==> config.mk <==
export PLATFORM = sky130hd
export DESIGN_NAME = dcache_refill_buffer_flat
export DESIGN_NICKNAME = d
export VERILOG_FILES = /design/src/rtl/dcache_refill_buffer_pkg.sv /design/src/rtl/dcache_refill_buffer_if.sv /design/src/rtl/dcache_refill_buffer.sv /design/src/flat_wrapper.sv
export SDC_FILE = /design/constraint.sdc
export NUM_CORES = 1
export LEC_CHECK = 0
export CAP_MARGIN = 20
export CORE_AREA = 2 2 164 166
export DETAILED_ROUTE_END_ITERATION = 12
export DIE_AREA = 0 0 166 168
export PLACE_DENSITY = 0.84
export SYNTH_ARGS = -nofsm -noshare
export SYNTH_HDL_FRONTEND = slang
export SYNTH_SLANG_ARGS = --single-unit
==> constraint.sdc <==
create_clock -name i_clk -period 4.9 [get_ports i_clk]
set_input_delay 0.98 -clock i_clk [delete_from_list [all_inputs] [get_ports i_clk]]
set_output_delay 0.98 -clock i_clk [all_outputs]
set_load 0.005 [all_outputs]
==> src/rtl/dcache_refill_buffer_pkg.sv <==
// Shared types and AXI constants for the data-cache refill engine.
package refill_pkg;

    typedef enum logic [1:0] {
        IDLE  = 2'd0,
        ADDR  = 2'd1,
        DATA  = 2'd2,
        WRITE = 2'd3
    } refill_state_e;

    localparam logic [1:0] AXI_BURST_WRAP = 2'b10;
    localparam logic [2:0] AXI_SIZE_WORD  = 3'b010;
    localparam logic [7:0] REFILL_LEN     = 8'd7;
    localparam int         LINE_WORDS     = 8;

    // WRAP bursts return the critical word first, so beat n lands n slots past it.
    function automatic logic [2:0] slot_of(input logic [2:0] idx, input logic [2:0] cnt);
        return idx + cnt;
    endfunction

endpackage

==> src/rtl/dcache_refill_buffer_if.sv <==
// Pipeline request, AXI read channel and bank refill port of the refill engine.
interface dcache_refill_buffer_if #(
    parameter int ADDR_WIDTH = 10,
    parameter int DATA_WIDTH = 32
);
    logic                                       req_valid;
    logic                                       req_ready;
    logic [31:0]                                req_addr;

    logic                                       ar_valid;
    logic                                       ar_ready;
    logic [31:0]                                ar_addr;
    logic [7:0]                                 ar_len;
    logic [2:0]                                 ar_size;
    logic [1:0]                                 ar_burst;

    logic                                       r_valid;
    logic                                       r_ready;
    logic [DATA_WIDTH-1:0]                      r_data;
    logic [1:0]                                 r_resp;
    logic                                       r_last;

    logic                                       crit_valid;
    logic [DATA_WIDTH-1:0]                      crit_data;

    logic                                       hit_write;
    logic                                       we;
    logic [ADDR_WIDTH-1:0]                      waddr;
    logic [DATA_WIDTH*refill_pkg::LINE_WORDS-1:0] din_all;
    logic                                       done;
    logic                                       err;

    modport master (
        input  req_valid, req_addr, ar_ready, r_valid, r_data, r_resp, r_last,
        output req_ready, ar_valid, ar_addr, ar_len, ar_size, ar_burst, r_ready,
               crit_valid, crit_data, hit_write, we, waddr, din_all, done, err
    );

    modport slave (
        output req_valid, req_addr, ar_ready, r_valid, r_data, r_resp, r_last,
        input  req_ready, ar_valid, ar_addr, ar_len, ar_size, ar_burst, r_ready,
               crit_valid, crit_data, hit_write, we, waddr, din_all, done, err
    );

endinterface

==> src/rtl/dcache_refill_buffer.sv <==
// Data-cache refill engine: one 8-beat AXI WRAP read per miss, critical word
// forwarded early, assembled line written to the bank in a single cycle.
module dcache_refill_buffer #(
    parameter int ADDR_WIDTH = 10,
    parameter int DATA_WIDTH = 32,
    parameter int LINE_WORDS = 8
) (
    input  logic                   i_clk,
    input  logic                   i_rst_n,
    dcache_refill_buffer_if.master bus
);
    import refill_pkg::*;

    refill_state_e                    r_state;
    logic [31:0]                      r_req_addr;
    logic [2:0]                       r_cnt;
    logic                             r_bad;
    logic                             r_crit_valid;
    logic [DATA_WIDTH-1:0]            r_crit_data;
    logic [DATA_WIDTH*LINE_WORDS-1:0] r_line;

    logic       w_beat;
    logic [2:0] w_slot;
    logic       w_last_beat;
    logic       w_len_err;
    logic       w_write;

    assign w_beat      = (r_state == DATA) && bus.r_valid;
    assign w_slot      = slot_of(r_req_addr[4:2], r_cnt);
    assign w_last_beat = bus.r_last || (r_cnt == 3'd7);
    // Burst length violation either way: early r_last, or no r_last on beat 8.
    assign w_len_err   = bus.r_last != (r_cnt == 3'd7);
    assign w_write     = (r_state == WRITE) && !r_bad;

    assign bus.req_ready  = (r_state == IDLE);
    assign bus.ar_valid   = (r_state == ADDR);
    assign bus.ar_addr    = r_req_addr & ~32'h3;
    assign bus.ar_len     = REFILL_LEN;
    assign bus.ar_size    = AXI_SIZE_WORD;
    assign bus.ar_burst   = AXI_BURST_WRAP;
    assign bus.r_ready    = (r_state == DATA);
    assign bus.crit_valid = r_crit_valid;
    assign bus.crit_data  = r_crit_data;
    assign bus.hit_write  = w_write;
    assign bus.we         = w_write;
    assign bus.waddr      = {r_req_addr[ADDR_WIDTH+1:5], 3'b000};
    assign bus.din_all    = r_line;
    assign bus.done       = (r_state == WRITE);
    assign bus.err        = (r_state == WRITE) && r_bad;

    always_ff @(posedge i_clk or negedge i_rst_n) begin
        if (!i_rst_n) begin
            r_state      <= IDLE;
            r_req_addr   <= '0;
            r_cnt        <= '0;
            r_bad        <= 1'b0;
            r_crit_valid <= 1'b0;
            r_crit_data  <= '0;
            // NOTE: the line store is ordinary flops feeding din_all, so it is reset like any other register.
            r_line       <= '0;
        end else begin
            r_crit_valid <= 1'b0;
            case (r_state)
                IDLE: begin
                    if (bus.req_valid) begin
                        r_req_addr <= bus.req_addr;
                        r_cnt      <= '0;
                        r_bad      <= 1'b0;
                        r_state    <= ADDR;
                    end
                end
                ADDR: begin
                    if (bus.ar_ready) begin
                        r_state <= DATA;
                    end
                end
                DATA: begin
                    if (w_beat) begin
                        for (int k = 0; k < LINE_WORDS; k++) begin
                            if (w_slot == 3'(k)) begin
                                r_line[k*DATA_WIDTH +: DATA_WIDTH] <= bus.r_data;
                            end
                        end
                        if (r_cnt == 3'd0) begin
                            r_crit_data  <= bus.r_data;
                            r_crit_valid <= 1'b1;
                        end
                        if ((bus.r_resp != 2'b00) || w_len_err) begin
                            r_bad <= 1'b1;
                        end
                        r_cnt <= r_cnt + 3'd1;
                        if (w_last_beat) begin
                            r_state <= WRITE;
                        end
                    end
                end
                WRITE: begin
                    r_state <= IDLE;
                end
                default: begin
                    r_state <= IDLE;
                end
            endcase
        end
    end

endmodule

==> src/flat_wrapper.sv <==
// flat-port wrapper written by rule: the top's interface ports become plain ports
module dcache_refill_buffer_flat import refill_pkg::*;
#(
    parameter int ADDR_WIDTH = 10,
    parameter int DATA_WIDTH = 32,
    parameter int LINE_WORDS = 8
)
  (i_clk, i_rst_n, bus_req_valid, bus_req_addr, bus_ar_ready, bus_r_valid, bus_r_data, bus_r_resp, bus_r_last, bus_req_ready, bus_ar_valid, bus_ar_addr, bus_ar_len, bus_ar_size, bus_ar_burst, bus_r_ready, bus_crit_valid, bus_crit_data, bus_hit_write, bus_we, bus_waddr, bus_din_all, bus_done, bus_err);
  dcache_refill_buffer_if #(.ADDR_WIDTH(ADDR_WIDTH), .DATA_WIDTH(DATA_WIDTH)) bus_i ();
  input  logic i_clk;
  input  logic i_rst_n;
  input wire logic [$bits(bus_i.req_valid)-1:0] bus_req_valid;
  input wire logic [$bits(bus_i.req_addr)-1:0] bus_req_addr;
  input wire logic [$bits(bus_i.ar_ready)-1:0] bus_ar_ready;
  input wire logic [$bits(bus_i.r_valid)-1:0] bus_r_valid;
  input wire logic [$bits(bus_i.r_data)-1:0] bus_r_data;
  input wire logic [$bits(bus_i.r_resp)-1:0] bus_r_resp;
  input wire logic [$bits(bus_i.r_last)-1:0] bus_r_last;
  output wire logic [$bits(bus_i.req_ready)-1:0] bus_req_ready;
  output wire logic [$bits(bus_i.ar_valid)-1:0] bus_ar_valid;
  output wire logic [$bits(bus_i.ar_addr)-1:0] bus_ar_addr;
  output wire logic [$bits(bus_i.ar_len)-1:0] bus_ar_len;
  output wire logic [$bits(bus_i.ar_size)-1:0] bus_ar_size;
  output wire logic [$bits(bus_i.ar_burst)-1:0] bus_ar_burst;
  output wire logic [$bits(bus_i.r_ready)-1:0] bus_r_ready;
  output wire logic [$bits(bus_i.crit_valid)-1:0] bus_crit_valid;
  output wire logic [$bits(bus_i.crit_data)-1:0] bus_crit_data;
  output wire logic [$bits(bus_i.hit_write)-1:0] bus_hit_write;
  output wire logic [$bits(bus_i.we)-1:0] bus_we;
  output wire logic [$bits(bus_i.waddr)-1:0] bus_waddr;
  output wire logic [$bits(bus_i.din_all)-1:0] bus_din_all;
  output wire logic [$bits(bus_i.done)-1:0] bus_done;
  output wire logic [$bits(bus_i.err)-1:0] bus_err;
  assign bus_i.req_valid = bus_req_valid;
  assign bus_i.req_addr = bus_req_addr;
  assign bus_i.ar_ready = bus_ar_ready;
  assign bus_i.r_valid = bus_r_valid;
  assign bus_i.r_data = bus_r_data;
  assign bus_i.r_resp = bus_r_resp;
  assign bus_i.r_last = bus_r_last;
  assign bus_req_ready = bus_i.req_ready;
  assign bus_ar_valid = bus_i.ar_valid;
  assign bus_ar_addr = bus_i.ar_addr;
  assign bus_ar_len = bus_i.ar_len;
  assign bus_ar_size = bus_i.ar_size;
  assign bus_ar_burst = bus_i.ar_burst;
  assign bus_r_ready = bus_i.r_ready;
  assign bus_crit_valid = bus_i.crit_valid;
  assign bus_crit_data = bus_i.crit_data;
  assign bus_hit_write = bus_i.hit_write;
  assign bus_we = bus_i.we;
  assign bus_waddr = bus_i.waddr;
  assign bus_din_all = bus_i.din_all;
  assign bus_done = bus_i.done;
  assign bus_err = bus_i.err;
  dcache_refill_buffer #(.ADDR_WIDTH(ADDR_WIDTH), .DATA_WIDTH(DATA_WIDTH), .LINE_WORDS(LINE_WORDS)) u_core (.i_clk(i_clk), .i_rst_n(i_rst_n), .bus(bus_i));
endmodule
# Word-level counts from Yosys, hierarchy flattened
# Cells that the tools add are included.
# word_totals
output_inout_bits	351
word_cells	72
reg_bits	327
inputBits	72
# op_classes
mux	15
reduce_logical	24
n_addsub	2
n_eq_ne	17
# op_table
cell	count
3-bit AND reduction	10
3-bit equality test, second input constant	5
2-bit 2-to-1 mux	4
2-bit one-hot mux with 4 select lines	1
4-bit AND reduction	2
3-bit by 2-bit equality test with 1-bit output, second input constant	2
3-bit logical NOT	2
1-bit 2-to-1 mux	6
3-bit 2-to-1 mux	2
2-bit by 1-bit inequality test with 1-bit output, second input constant	3
3-bit one-hot mux with 2 select lines	1
2-bit equality test, second input constant	2
2-bit inequality test, second input constant	2
2-bit nonzero test	2
3-bit by 1-bit adder with 3-bit output, second input constant	1
3-bit adder	1
3-bit by 1-bit equality test with 1-bit output, second input constant	1
1-bit logical AND	3
2-bit by 1-bit equality test with 1-bit output, second input constant	1
2-bit logical NOT	1
1-bit logical OR	2
1-bit one-hot mux with 2 select lines	1
2-bit AND reduction	1
1-bit logical NOT	1
1-bit inequality test	1

# Logic depth before layout (Yosys ltp)
# depth
word_depth	6
ltp_mapped	8
depth_no_buf	7

# Worst setup path before layout
# No wires, ideal clock.
# synth_path
kind	reg2reg
from	reg u_core.r_cnt[0]
to	reg u_core.r_line[193] (netlist: u_core.bus.din_all[193])
t_arrival_ns	2.261
path_slack_ns	2.514
path_buffers	2
path_stages_with_launch	9
path_cell_list	dfrtp_1 > ha_1 > inv_1 > fa_1 > xnor3_2 > or4b_1 > buf_2 > buf_6 > mux2_4
# synth_via
elab_chain_cells	3
# synth_rtl
element	line_no	rtl
start, declared	dcache_refill_buffer.sv:16	logic [2:0] r_cnt;
start signal, assigned	dcache_refill_buffer.sv:91	r_cnt <= r_cnt + 3'd1;
3-bit adder	dcache_refill_buffer_pkg.sv:18	return idx + cnt;
3-bit equality test	dcache_refill_buffer.sv:80	if (w_slot == 3'(k)) begin
3-bit AND reduction (no line)	-	
end signal, assigned by index	dcache_refill_buffer.sv:81	r_line[k*DATA_WIDTH +: DATA_WIDTH] <= bus.r_data;
end, declared	dcache_refill_buffer.sv:20	logic [DATA_WIDTH*LINE_WORDS-1:0] r_line;
# Every way passes these cells.
# A chain may end at the register's enable or synchronous reset.

# Worst setup path in the final report
# layout_path
from	reg u_core.r_state[0]
to	out bus_r_ready
# layout_via
elab_chain_cells	1
# layout_rtl
element	line_no	rtl
start, declared	dcache_refill_buffer.sv:14	refill_state_e r_state;
start signal, assigned	dcache_refill_buffer.sv:53	r_state <= IDLE;
start signal, assigned	dcache_refill_buffer.sv:69	r_state <= ADDR;
start signal, assigned	dcache_refill_buffer.sv:74	r_state <= DATA;
2-bit equality test	dcache_refill_buffer.sv:41	assign bus.r_ready = (r_state == DATA);
end, declared	flat_wrapper.sv:25	output wire logic [$bits(bus_i.r_ready)-1:0] bus_r_ready;
# Every way passes these cells.

==> summary.md <==
The post-route clock period utilization came out at 0.642. The row count came out at 60. The residual antenna-violating net count after detailed routing is 0. For the top-level I/O count, the log shows 423. After the first detailed-routing iteration, the DRC count stood at 345.

The startpoint of the worst register-to-register path is u_core.r_cnt[0]. Based on the critical path, the design can be clocked at up to 0.318 GHz. Compared with the post-synthesis result, the final layout area differs by 44.0%.

In this run, synthesis inferred 0 flip-flops with an integrated enable. The first-pass GRT wire length came out at 51.5 mm. The placed standard-cell area was 17000 µm². Setup repair after global routing left no endpoint under its margin.

Initial antenna violation count: 0. The cell sitting at the root of the clock tree is a clkbuf_16. The tools report the cell area after synthesis as 12700 µm². Aggregate global-route resource usage: 0.238. Share of post-route cells with drive strength above 1: 0.326. Antenna cell count: 0. The floorplan step defined a die boundary enclosing 27900 µm².

By area the synthesized netlist is led by dfrtp_1, mux2_2, mux2_4, buf_4, ha_1. The worst setup path startpoint was u_core.r_state[0]. After synthesis, the most frequently instantiated cells are dfrtp_1, mux2_2, mux2_4. Number of max-slew violations in the final report: 0. IR analysis of the VDD net gives a maximum drop of 0.434 mV. The via density per instance is 5.11, and the reg2reg setup slack is 1860 ps.

In the synthesized netlist, the number of instances is 772. The part of the Yosys area used for sequential elements was 0.641. The worst setup path is captured at a primary output.

The beginning of the worst hold path was u_core.bus.din_all[20]. The routed layout has 7888 vias. Among all cell types in the netlist, the one instantiated most often is dfrtp_1. The run gives 0.482 as the initial core utilization. The worst hold path class was flop to flop. For this run, the slowest stage of the critical path takes 640 ps.

The detailed-route wire length is 33.3 mm, and the clock transition time at the flip-flop clock pins of the worst setup and hold paths is 60 ps. The count of final setup violators is 0, and the die height is 168 µm. The total of buffers placed on input and output ports is 402. For the post-CTS setup buffer count, the log shows 0. The cell type with the highest aggregate area in the netlist was dfrtp_1.

Total global routing overflow: 0. The tightest hold path in the finished design has a slack of 487 ps. Routability-driven placement finished with a final weighted congestion of 0.789.

The synthesized design contains 325 register bits. The area inside the core boundary is 26400 µm². The signal on the critical path passes through inv_1 -> ha_1 -> clkdlybuf4s50_1. The area fraction of the dominant cell type after synthesis is 0.641. The detailed-router iteration count before antenna repair is 4. The H-tree depth came out at 2.

In the synthesized netlist the dominant register cell turns out to be dfrtp_1. Kind of critical path: flop to primary output. Worst setup skew after layout: 13.2 ps.

The die is 166 µm wide. The detailed-route DRC error count was 0. The finished cells cover 18300 µm². The routed design could run at a clock period as short as 3150 ps. In this run the static leakage power is 0.00821 µW. The number of global-route vias before repair is 8739, and the proportion of synthesized flip-flops having asynchronous set or reset is 1.00. The headroom to the max-slew limit is 0.491, and the total clock sinks is 325.

Buffers inserted during clock tree synthesis total 34. Data on the critical path is required at its endpoint by 3920 ps. The HPWL after detailed placement is 22.2 mm. The type of element launching the critical path was a flop. After the last flow step, the layout net total stands at 1261.

Entering global routing, the biggest net connects 106 pins. TritonCTS built the clock tree. The synthesized area per cell is 16.4 µm². The tools report the critical path data arrival time as 2170 ps.

The average wire per standard cell is 21.6 µm, and the count of hold-fix buffers inserted at cts is 0. The Yosys warning count was 0. The flow ran to the end, and the final reports show no timing, DRC or antenna violations.

The slowest stage cell on the critical path was clkdlybuf4s50_1. For the pin with the worst max-slew slack, the measured transition is 764 ps. At the later pin of the worst-skew pair, clock insertion delay measures 510 ps. Post-CTS repair changed the size of 0 cells. Dividing total power by cell area gives a power density of 679 nW/µm².

The max-cap violation count is 0, and the number of failing hold endpoints at the final stage is 0. For the overall power after layout, the log shows 12400 µW. Along the worst path, the maximum fanout reaches 17. Counting along the longest clock path gives a buffer depth of 3. The netlist uses 33 different library cells. The run gives 0 ps as the total negative slack for setup checks.
==> final timing paths <==
path                                       endpoint  depth (start not counted)
setup / recovery                        bus_r_ready                          3
hold / removal               u_core.bus.din_all[20]                          1
setup reg to reg              u_core.bus.din_all[2]                          7
hold reg to reg              u_core.bus.din_all[20]                          1
max in group asynchronous  u_core.bus.crit_data[16]                          2
min in group asynchronous     u_core.r_req_addr[27]                          1
==> power breakdown <==
| group | total, µW | internal (µW) | switching, µW |
|---|---|---|---|
| clock network | 2770 | 1730 | 1040 |
| logic | 5080 | 3400 | 1680 |
| registers | 4570 | 3910 | 659 |
==> layer usage <==
layer  vias up  global-route usage  part of all wire
met5         -                   0                 0
met4         0              0.0764             0.029
met3        58              0.0825             0.084
met2       312               0.410              0.50
met1      4025               0.281              0.39
li1       3493                   -                 -
==> state kept, by name, summed over array words and instances (netlist names) <==
| signal | flops |
|---|---|
| u_core.bus.din_all | 256 |
| u_core.bus.crit_data | 32 |
| u_core.r_req_addr | 30 |
| u_core.r_cnt | 3 |
| u_core.r_state | 2 |
| u_core.bus.crit_valid | 1 |
| u_core.r_bad | 1 |
==> placed cells by master, fill, tap and decap left out, types with 2 or more instances in the layout <==
cell type,synthesis,routed
clkdlybuf4s50_1,0,401
dfrtp_1,325,325
mux2_2,280,280
clkbuf_16,0,37
mux2_4,30,30
conb_1,2,18
inv_1,10,10
clkbuf_8,0,10
buf_4,26,10
mux2_1,9,9
ha_1,9,9
nand2b_1,6,6
clkinv_2,0,5
nand3_1,4,4
o21ai_0,4,4
bufinv_16,0,4
buf_12,0,4
nor2b_1,6,3
nand2_2,0,3
nor2b_4,0,3
a21oi_1,3,3
clkbuf_1,10,3
and4b_1,2,2
nand2_1,5,2
a221o_1,2,2
==> cell type report <==
| type | instances | area, µm² |
|---|---|---|
| clock buffers | 50 | 1070 |
| clock inverters | 10 | 153 |
| fillers | 1714 | 8070 |
| inverters | 10 | 37.5 |
| multi-input cells | 391 | 4250 |
| flip-flops and latches | 325 | 8130 |
| well taps | 341 | 427 |
| repair buffers | 417 | 4210 |
==> worst max-delay path: cells and delay by family, from the launching register on <==
family | cells | cell delay [ps]
buffers and inverters | 2 | 740
adder cells (fa/ha/maj) | 1 | 510
flip-flops | 1 | 410
==> per-stage QoR <==
stage,setup slack (ps),cells,utilization
final,1750,1544,0.694
after global placement,1340,1482,0.645
after floorplan,2510,788,-
after CTS,1740,1542,0.692
after detailed placement,1270,1482,0.645
after global routing,1630,1544,0.694
==> logic make-up (layout without fill, tap and decap cells) <==
| group | count (synthesis) | after routing | share of synthesized area |
|---|---|---|---|
| buf+inv | 72 | 487 | 0.0329 |
| xor+xnor | 1 | 1 | 0.00187 |
| simple gates | 30 | 30 | 0.0148 |
| flops | 325 | 325 | 0.641 |
| mux | 319 | 319 | 0.292 |
| compound gates | 13 | 13 | 0.00690 |
| fa+ha+maj | 10 | 10 | 0.0104 |
| other cells | 2 | 18 | 0.000592 |
(Power assumes the default switching activity.)
